## src/rtl/mb_access_arb_if.sv

```systemverilog
// Bundle of every signal that crosses the mb_access_arb boundary except clk/reset.
// Ports: a_* and b_* carry the two requesters' req/ack handshakes; mb_reg_* is the
//        mailbox register bank side (one-hot select, direction, write data, read mux).
// slave modport = arbiter view, master modport = requesters + mailbox view.
interface mb_access_arb_if #(
    parameter int NUMBER_INTERFACE_REGS = 16,
    parameter int ADDR_W                = 4,
    parameter int DATA_W                = 32
);
    // port A (host interface)
    logic                             a_req;
    logic                             a_rwn;
    logic [ADDR_W-1:0]                a_addr;
    logic [DATA_W-1:0]                a_wdata;
    logic                             a_ack;
    logic [DATA_W-1:0]                a_rdata;
    logic                             a_err;

    // port B (on-chip sequencer)
    logic                             b_req;
    logic                             b_rwn;
    logic [ADDR_W-1:0]                b_addr;
    logic [DATA_W-1:0]                b_wdata;
    logic                             b_ack;
    logic [DATA_W-1:0]                b_rdata;
    logic                             b_err;

    // mailbox register bank
    logic [NUMBER_INTERFACE_REGS-1:0] mb_reg_select;
    logic                             mb_reg_rwn;
    logic [DATA_W-1:0]                mb_reg_wdata;
    logic [DATA_W-1:0]                mb_reg_output;

    modport slave (
        input  a_req, a_rwn, a_addr, a_wdata,
        output a_ack, a_rdata, a_err,
        input  b_req, b_rwn, b_addr, b_wdata,
        output b_ack, b_rdata, b_err,
        output mb_reg_select, mb_reg_rwn, mb_reg_wdata,
        input  mb_reg_output
    );

    modport master (
        output a_req, a_rwn, a_addr, a_wdata,
        input  a_ack, a_rdata, a_err,
        output b_req, b_rwn, b_addr, b_wdata,
        input  b_ack, b_rdata, b_err,
        input  mb_reg_select, mb_reg_rwn, mb_reg_wdata,
        output mb_reg_output
    );
endinterface

```

## src/rtl/mb_access_arb.sv

```systemverilog
// Purpose: round-robin arbiter that sequences port A / port B accesses onto the mailbox register bank.
// Latency: request seen at edge N -> ack sampled at N+2 (write), N+1+RD_LATENCY (read), N+1 (illegal).
// Backpressure: requester holds req until its one-cycle ack; the loser waits, at most one access per 3 cycles.
// Ports: clk, reset (synchronous, active-high); bus (mb_access_arb_if.slave) carrying
//        a_*/b_* req/rwn/addr/wdata in, ack/rdata/err out, and the mailbox
//        mb_reg_select/mb_reg_rwn/mb_reg_wdata out, mb_reg_output in.
module mb_access_arb #(
    parameter int NUMBER_INTERFACE_REGS = 16,
    parameter int MB_REG_START          = 3,
    parameter int VERSION_REG_ADDR      = 15,
    parameter int RD_LATENCY            = 1
) (
    input  logic           clk,
    input  logic           reset,
    mb_access_arb_if.slave bus
);

    localparam int ADDR_W = $clog2(NUMBER_INTERFACE_REGS);
    localparam int DATA_W = 32;
    localparam logic [2:0] LAST_CNT = 3'(RD_LATENCY - 1);

    typedef enum logic [1:0] {
        S_IDLE   = 2'd0,
        S_ACCESS = 2'd1,
        S_DONE   = 2'd2,
        S_ERR    = 2'd3
    } state_t;

    typedef enum logic {
        PORT_A = 1'b0,
        PORT_B = 1'b1
    } port_t;

    // state and latched request
    state_t                           state_q,    state_d;
    port_t                            rr_ptr_q,   rr_ptr_d;
    port_t                            gnt_q,      gnt_d;
    logic                             rwn_q,      rwn_d;
    logic [2:0]                       cnt_q,      cnt_d;

    // registered outputs
    logic [NUMBER_INTERFACE_REGS-1:0] sel_q,      sel_d;
    logic                             mb_rwn_q,   mb_rwn_d;
    logic [DATA_W-1:0]                mb_wdata_q, mb_wdata_d;
    logic                             a_ack_q,    a_ack_d;
    logic                             a_err_q,    a_err_d;
    logic [DATA_W-1:0]                a_rdata_q,  a_rdata_d;
    logic                             b_ack_q,    b_ack_d;
    logic                             b_err_q,    b_err_d;
    logic [DATA_W-1:0]                b_rdata_q,  b_rdata_d;

    // request selected in IDLE
    logic                             pick_b;
    logic                             in_rwn;
    logic [ADDR_W-1:0]                in_addr;
    logic [DATA_W-1:0]                in_wdata;
    logic                             illegal;

    always_comb begin
        // B wins only when A is silent or it is B's turn
        pick_b   = bus.b_req && (!bus.a_req || (rr_ptr_q == PORT_B));
        in_rwn   = pick_b ? bus.b_rwn   : bus.a_rwn;
        in_addr  = pick_b ? bus.b_addr  : bus.a_addr;
        in_wdata = pick_b ? bus.b_wdata : bus.a_wdata;
        illegal  = (int'(in_addr) <  MB_REG_START)          ||
                   (int'(in_addr) >= NUMBER_INTERFACE_REGS) ||
                   (!in_rwn && (int'(in_addr) == VERSION_REG_ADDR));

        state_d    = state_q;
        rr_ptr_d   = rr_ptr_q;
        gnt_d      = gnt_q;
        rwn_d      = rwn_q;
        cnt_d      = cnt_q;
        sel_d      = sel_q;
        mb_rwn_d   = mb_rwn_q;
        mb_wdata_d = mb_wdata_q;
        a_rdata_d  = a_rdata_q;
        b_rdata_d  = b_rdata_q;
        // ack and err are single-cycle pulses
        a_ack_d    = 1'b0;
        a_err_d    = 1'b0;
        b_ack_d    = 1'b0;
        b_err_d    = 1'b0;

        case (state_q)
            S_IDLE: begin
                if (bus.a_req || bus.b_req) begin
                    gnt_d = pick_b ? PORT_B : PORT_A;
                    rwn_d = in_rwn;
                    if (illegal) begin
                        // answered straight away; the mailbox never sees it
                        state_d = S_ERR;
                        if (pick_b) begin
                            b_ack_d   = 1'b1;
                            b_err_d   = 1'b1;
                            b_rdata_d = '0;
                        end else begin
                            a_ack_d   = 1'b1;
                            a_err_d   = 1'b1;
                            a_rdata_d = '0;
                        end
                    end else begin
                        state_d    = S_ACCESS;
                        cnt_d      = '0;
                        sel_d      = NUMBER_INTERFACE_REGS'(1) << in_addr;
                        mb_rwn_d   = in_rwn;
                        mb_wdata_d = in_wdata;
                    end
                end
            end

            S_ACCESS: begin
                // writes take one cycle; reads hold select until the mux has settled
                if (!rwn_q || (cnt_q == LAST_CNT)) begin
                    state_d = S_DONE;
                    sel_d   = '0;
                    if (gnt_q == PORT_B) begin
                        b_ack_d = 1'b1;
                        if (rwn_q) begin
                            b_rdata_d = bus.mb_reg_output;
                        end
                    end else begin
                        a_ack_d = 1'b1;
                        if (rwn_q) begin
                            a_rdata_d = bus.mb_reg_output;
                        end
                    end
                end else begin
                    cnt_d = 3'(cnt_q + 3'd1);
                end
            end

            S_DONE, S_ERR: begin
                // the port just served loses the next tie
                rr_ptr_d = (gnt_q == PORT_A) ? PORT_B : PORT_A;
                state_d  = S_IDLE;
            end

            default: begin
                state_d = S_IDLE;
                sel_d   = '0;
            end
        endcase
    end

    always_ff @(posedge clk) begin
        if (reset) begin
            state_q    <= S_IDLE;
            rr_ptr_q   <= PORT_A;
            gnt_q      <= PORT_A;
            rwn_q      <= 1'b1;
            cnt_q      <= '0;
            sel_q      <= '0;
            mb_rwn_q   <= 1'b1;
            mb_wdata_q <= '0;
            a_ack_q    <= 1'b0;
            a_err_q    <= 1'b0;
            a_rdata_q  <= '0;
            b_ack_q    <= 1'b0;
            b_err_q    <= 1'b0;
            b_rdata_q  <= '0;
        end else begin
            state_q    <= state_d;
            rr_ptr_q   <= rr_ptr_d;
            gnt_q      <= gnt_d;
            rwn_q      <= rwn_d;
            cnt_q      <= cnt_d;
            sel_q      <= sel_d;
            mb_rwn_q   <= mb_rwn_d;
            mb_wdata_q <= mb_wdata_d;
            a_ack_q    <= a_ack_d;
            a_err_q    <= a_err_d;
            a_rdata_q  <= a_rdata_d;
            b_ack_q    <= b_ack_d;
            b_err_q    <= b_err_d;
            b_rdata_q  <= b_rdata_d;
        end
    end

    assign bus.mb_reg_select = sel_q;
    assign bus.mb_reg_rwn    = mb_rwn_q;
    assign bus.mb_reg_wdata  = mb_wdata_q;
    assign bus.a_ack         = a_ack_q;
    assign bus.a_err         = a_err_q;
    assign bus.a_rdata       = a_rdata_q;
    assign bus.b_ack         = b_ack_q;
    assign bus.b_err         = b_err_q;
    assign bus.b_rdata       = b_rdata_q;

endmodule

```

## src/flat_wrapper.sv

```systemverilog
// flat-port wrapper written by rule: the top's interface ports become plain ports
module mb_access_arb_flat 
#(
    parameter int NUMBER_INTERFACE_REGS = 16,
    parameter int MB_REG_START          = 3,
    parameter int VERSION_REG_ADDR      = 15,
    parameter int RD_LATENCY            = 1
)
  (clk, reset, bus_a_req, bus_a_rwn, bus_a_addr, bus_a_wdata, bus_a_ack, bus_a_rdata, bus_a_err, bus_b_req, bus_b_rwn, bus_b_addr, bus_b_wdata, bus_b_ack, bus_b_rdata, bus_b_err, bus_mb_reg_select, bus_mb_reg_rwn, bus_mb_reg_wdata, bus_mb_reg_output);
  mb_access_arb_if #(.NUMBER_INTERFACE_REGS(NUMBER_INTERFACE_REGS)) bus_i ();
  input  logic clk;
  input  logic reset;
  input wire logic [$bits(bus_i.a_req)-1:0] bus_a_req;
  input wire logic [$bits(bus_i.a_rwn)-1:0] bus_a_rwn;
  input wire logic [$bits(bus_i.a_addr)-1:0] bus_a_addr;
  input wire logic [$bits(bus_i.a_wdata)-1:0] bus_a_wdata;
  output wire logic [$bits(bus_i.a_ack)-1:0] bus_a_ack;
  output wire logic [$bits(bus_i.a_rdata)-1:0] bus_a_rdata;
  output wire logic [$bits(bus_i.a_err)-1:0] bus_a_err;
  input wire logic [$bits(bus_i.b_req)-1:0] bus_b_req;
  input wire logic [$bits(bus_i.b_rwn)-1:0] bus_b_rwn;
  input wire logic [$bits(bus_i.b_addr)-1:0] bus_b_addr;
  input wire logic [$bits(bus_i.b_wdata)-1:0] bus_b_wdata;
  output wire logic [$bits(bus_i.b_ack)-1:0] bus_b_ack;
  output wire logic [$bits(bus_i.b_rdata)-1:0] bus_b_rdata;
  output wire logic [$bits(bus_i.b_err)-1:0] bus_b_err;
  output wire logic [$bits(bus_i.mb_reg_select)-1:0] bus_mb_reg_select;
  output wire logic [$bits(bus_i.mb_reg_rwn)-1:0] bus_mb_reg_rwn;
  output wire logic [$bits(bus_i.mb_reg_wdata)-1:0] bus_mb_reg_wdata;
  input wire logic [$bits(bus_i.mb_reg_output)-1:0] bus_mb_reg_output;
  assign bus_i.a_req = bus_a_req;
  assign bus_i.a_rwn = bus_a_rwn;
  assign bus_i.a_addr = bus_a_addr;
  assign bus_i.a_wdata = bus_a_wdata;
  assign bus_a_ack = bus_i.a_ack;
  assign bus_a_rdata = bus_i.a_rdata;
  assign bus_a_err = bus_i.a_err;
  assign bus_i.b_req = bus_b_req;
  assign bus_i.b_rwn = bus_b_rwn;
  assign bus_i.b_addr = bus_b_addr;
  assign bus_i.b_wdata = bus_b_wdata;
  assign bus_b_ack = bus_i.b_ack;
  assign bus_b_rdata = bus_i.b_rdata;
  assign bus_b_err = bus_i.b_err;
  assign bus_mb_reg_select = bus_i.mb_reg_select;
  assign bus_mb_reg_rwn = bus_i.mb_reg_rwn;
  assign bus_mb_reg_wdata = bus_i.mb_reg_wdata;
  assign bus_i.mb_reg_output = bus_mb_reg_output;
  mb_access_arb #(.NUMBER_INTERFACE_REGS(NUMBER_INTERFACE_REGS), .MB_REG_START(MB_REG_START), .VERSION_REG_ADDR(VERSION_REG_ADDR), .RD_LATENCY(RD_LATENCY)) u_core (.clk(clk), .reset(reset), .bus(bus_i));
endmodule
```

## config.mk

```make
export PLATFORM = sky130hd
export DESIGN_NAME = mb_access_arb_flat
export DESIGN_NICKNAME = d
export VERILOG_FILES = /design/src/rtl/mb_access_arb_if.sv /design/src/rtl/mb_access_arb.sv /design/src/flat_wrapper.sv
export SDC_FILE = /design/constraint.sdc
export NUM_CORES = 1
export LEC_CHECK = 0
export ABC_AREA = 1
export CAP_MARGIN = 5
export CORE_UTILIZATION = 45
export DETAILED_ROUTE_END_ITERATION = 16
export PLACE_DENSITY = 0.81
export SYNTH_ARGS = -nofsm -noshare
export SYNTH_HDL_FRONTEND = slang
export SYNTH_SLANG_ARGS = --single-unit
export TNS_END_PERCENT = 10
```

## constraint.sdc

```tcl
create_clock -name clk -period 2.2 [get_ports clk]
set_input_delay 0.66 -clock clk [delete_from_list [all_inputs] [get_ports clk]]
set_output_delay 0.66 -clock clk [all_outputs]
set_load 0.02 [all_outputs]
```

==> results of run 1 <==
==> final timing paths <==
kind                                                          startpoint                                        to  slack [ns]  cells past startpoint
worst max-delay path                  u_core.bus.b_rdata[9]$_SDFFE_PP0P_                            bus_b_rdata[9]        0.15                      1
worst min-delay path            u_core.bus.mb_reg_select[6]$_SDFFE_PP0P_  u_core.bus.mb_reg_select[6]$_SDFFE_PP0P_        0.47                      2
worst max register to register              u_core.rr_ptr_q$_SDFFE_PP0P_       u_core.bus.a_rdata[15]$_SDFFE_PP0P_        0.26                     13
worst min register to register  u_core.bus.mb_reg_select[6]$_SDFFE_PP0P_  u_core.bus.mb_reg_select[6]$_SDFFE_PP0P_        0.47                      2
==> per-layer routing <==
| metal | track usage | wire length [um] | vias up |
|---|---|---|---|
| met2 | 0.4066 | 8013 | 207 |
| li1 | - | - | 3360 |
| met4 | 0.1234 | 561 | 0 |
| met3 | 0.06056 | 1023 | 42 |
| met1 | 0.2777 | 7275 | 2815 |
| met5 | 0 | 0 | - |
==> area by class of cell <==
cell class	instances	area, um^2
Multi-Input combinational cell	640	2804
Fill cell	1040	3446
Timing Repair Buffer	276	2781
Clock buffer	21	470.5
Tap cell	172	215.2
Clock inverter	8	92.59
Sequential cell	125	2502
Inverter	136	513.0
==> flip-flops by register name, indices dropped and copies added, names as in the netlist, 2 cells and up <==
| register | count |
|---|---|
| u_core.bus.b_rdata | 32 |
| u_core.bus.a_rdata | 32 |
| u_core.state_q | 2 |
| u_core.cnt_q | 3 |
| u_core.bus.mb_reg_select | 16 |
| u_core.bus.mb_reg_wdata | 32 |
==> report_power, final <==
group / total, mW / internal, mW / leakage (nW) / switching [mW]
Combinational: 5.36 / 2.36 / 3.26 / 3.00
Sequential: 3.23 / 2.90 / 1.03 / 0.334
Clock: 2.68 / 1.73 / 0.280 / 0.951
==> what timing repair did <==
action | CTS | global route
endpoints found under the setup margin | 18 | 115
pin swaps | 0 | 6
gates cloned | 0 | 3
gates resized for setup | 2 | 14
buffers inserted | 0 | 3
==> cells by family (layout without fill, tap and decap cells) <==
logic type | count (synthesis) | after routing | share of synthesized area
compound gates | 49 | 49 | 0.04521
buf+inv | 187 | 441 | 0.1288
simple gates | 588 | 589 | 0.4071
fa+ha+maj | 2 | 2 | 0.004147
flops | 125 | 125 | 0.4148
==> cell usage in the layout (no fill, tap or decap), types with 5 or more instances in the layout <==
cell type and count:
nand2_1 297, clkdlybuf4s50_1 224, nor2_1 199, inv_1 125, dfxtp_1 125, nand4_1 41
buf_4 39, o21ai_0 34, nand3_1 21, clkbuf_16 19, inv_2 10, a21oi_1 10
buf_12 8, nand2_4 6, clkinv_2 5
==> Yosys cell counts (2+ instances only) <==
master and n:
nand2_1 300, clkbuf_1 18, ha_1 2, inv_1 126, nand3_1 21, nor3b_1 3
buf_1 6, nand4_1 41, a21oi_1 10, o21ai_0 35, buf_4 3, nor2_4 3
inv_2 8, nor2_2 4, nor2_1 200, buf_2 19, nand3_4 2, nand3_2 2
buf_6 5, nor3_1 4, dfxtp_1 125, nand2_2 5
==> through the flow <==
| step | power (mW) | cells | area (um^2) |
|---|---|---|---|
| 2_1_floorplan | 6.336 | 951 | 6033 |
| 3_3_place_gp | 8.385 | 1343 | 8685 |
| 3_5_place_dp | 8.478 | 1343 | 8685 |
| 4_1_cts | 11.21 | 1372 | 9258 |
| 5_1_grt | 12.00 | 1378 | 9379 |
| 6_report | 11.27 | 1378 | 9379 |
==> metrics.md, run 1 <==
| Metric | Value |
|---|---|
| Status | finished, final reports clean |
| Post-synthesis sequential area ratio | 0.4148 |
| DIE HEIGHT | roughly 120 um |
| Netlist cell types | 31 |
| Root buf cell | clkbuf_16 |
| Remaining DRCs | 0 |
| Slew at the pin closest to its max-slew limit | 0.4491 ns |
| PwrDens | between 1000 and 1500 mW/mm^2 |
| Max-Cap Viols | 0 |
| Avg Cell Area, Syn | roughly 6.3 um^2 |
| Area Growth Syn to Fin | 55.45% |
| Vias in the first global route | 5970 |
| Nets@finish | 1308 |
| Mapped Cells | around 950 |
| Antenna cells | 0 |
| Post-route setup slack | 0.1530 ns |
| Worst slew margin | 0.6995 |
| Dominant cell type by area after synthesis | dfxtp_1 |
| Share of the synthesized area in the top cell type | 0.4148 |
| Worst-Skew Late Latency | just over 0.4 ns |
| Synth top area cells | dfxtp_1 41%, nand2_1 19%, nor2_1 12% |
| Setup crit start kind | register |
| Drt wl/cell | approximately 12 um |
| CP cell instances | clkdlybuf4s50_1 |
| Clock Pin Slew Worst Setup and Hold Paths | 0.05 ns |
| TritonRoute pass-1 iters | 5 |
| GRT Overall Usage | 0.2396 |
| Post-synth ARST share | 0 |
| Crit-path max cell delay | approximately 0.65 ns |
| WP data required | about 1.5 ns |
| RSZ-0062 raised after global routing | no |
| Number of port buffers | ~230 |
| Net Count, Synth | roughly 1100 |
| Iter 0 DRT Violations | 501 |
| Max FO, Critical Path | 2 |
| Placer Congestion | 0.8372 |
| Worst vdd ir | about 0.55 mV |
| Num CTS Buffers | 17 |
| Slew Viols, Final | 0 |
| Final hold violations | 0 |
| Detailed placement HPWL | around 12 mm |
| Buf/Inv on CP | 1 |
| Minimum clock period | 2.047 ns |
| Vias | 6424 |
| CTS tree | done |
| Placeable core area | between 0.01 and 0.015 mm^2 |
| Antenna violations before repair | 0 |
| GRT Residual Overflow | 0 |
| Htree depth | 4 |
| Hold Buf Count CTS | 0 |
| Worst Path Class, Setup | register to output port |
| Die X | roughly 120 um |
| EDFF count, synth | 0 |
| Clock skew | 0.006069 ns |
| Hold Path Class | register to register |
| Crit. End Element | output port |
| TNS Setup | 0 ns |
| I/O pin total | ~230 |
| Ys Warns | 0 |
| Slowest cell on the critical path | clkdlybuf4s50_1 |
| CP delay by family, top | buffers and inverters |
| Routed Antenna Nets | 0 |
| Fin Hold WS | 0.4672 ns |
| Final setup viols | 0 |
| First-pass GRT wire length | approximately 27 mm |
| Synthesized flop and latch total | 125 |
| Die area | approximately 0.014 mm^2 |
| Leak Pwr | ~4.6 nW |
| Largest net degree at the start of global routing | between 60 and 70 |
| Setup WS pre-CTS | -0.4439 ns |
| Starting Density | 0.4704 |
| Vias per cell | about 4.7 |
| Clock sink count | 125 |
| Final worst path period share | 0.9305 |
| Util after Layout | 0.7313 |
| CP arrival | about 1.4 ns |
| Max Fclk | roughly 490 MHz |
| Synthesized cell area | ~0.0060 mm^2 |
| Share of cells above drive strength 1 | 0.09536 |
| Clk buf depth | 2 |
| Top FF cell, synth | dfxtp_1 |
| Placement row count | 41 |
| Post-Route WL | between 15 and 20 mm |
(Power assumes the default switching activity.)
==> run 2, diff against run 1 <==
CTS_CLUSTER_DIAMETER = 100   (was default)
TNS_END_PERCENT = default   (was 10)
==> results of run 2 <==
No change in the layout: final DEF, timing and power equal those of run 1.
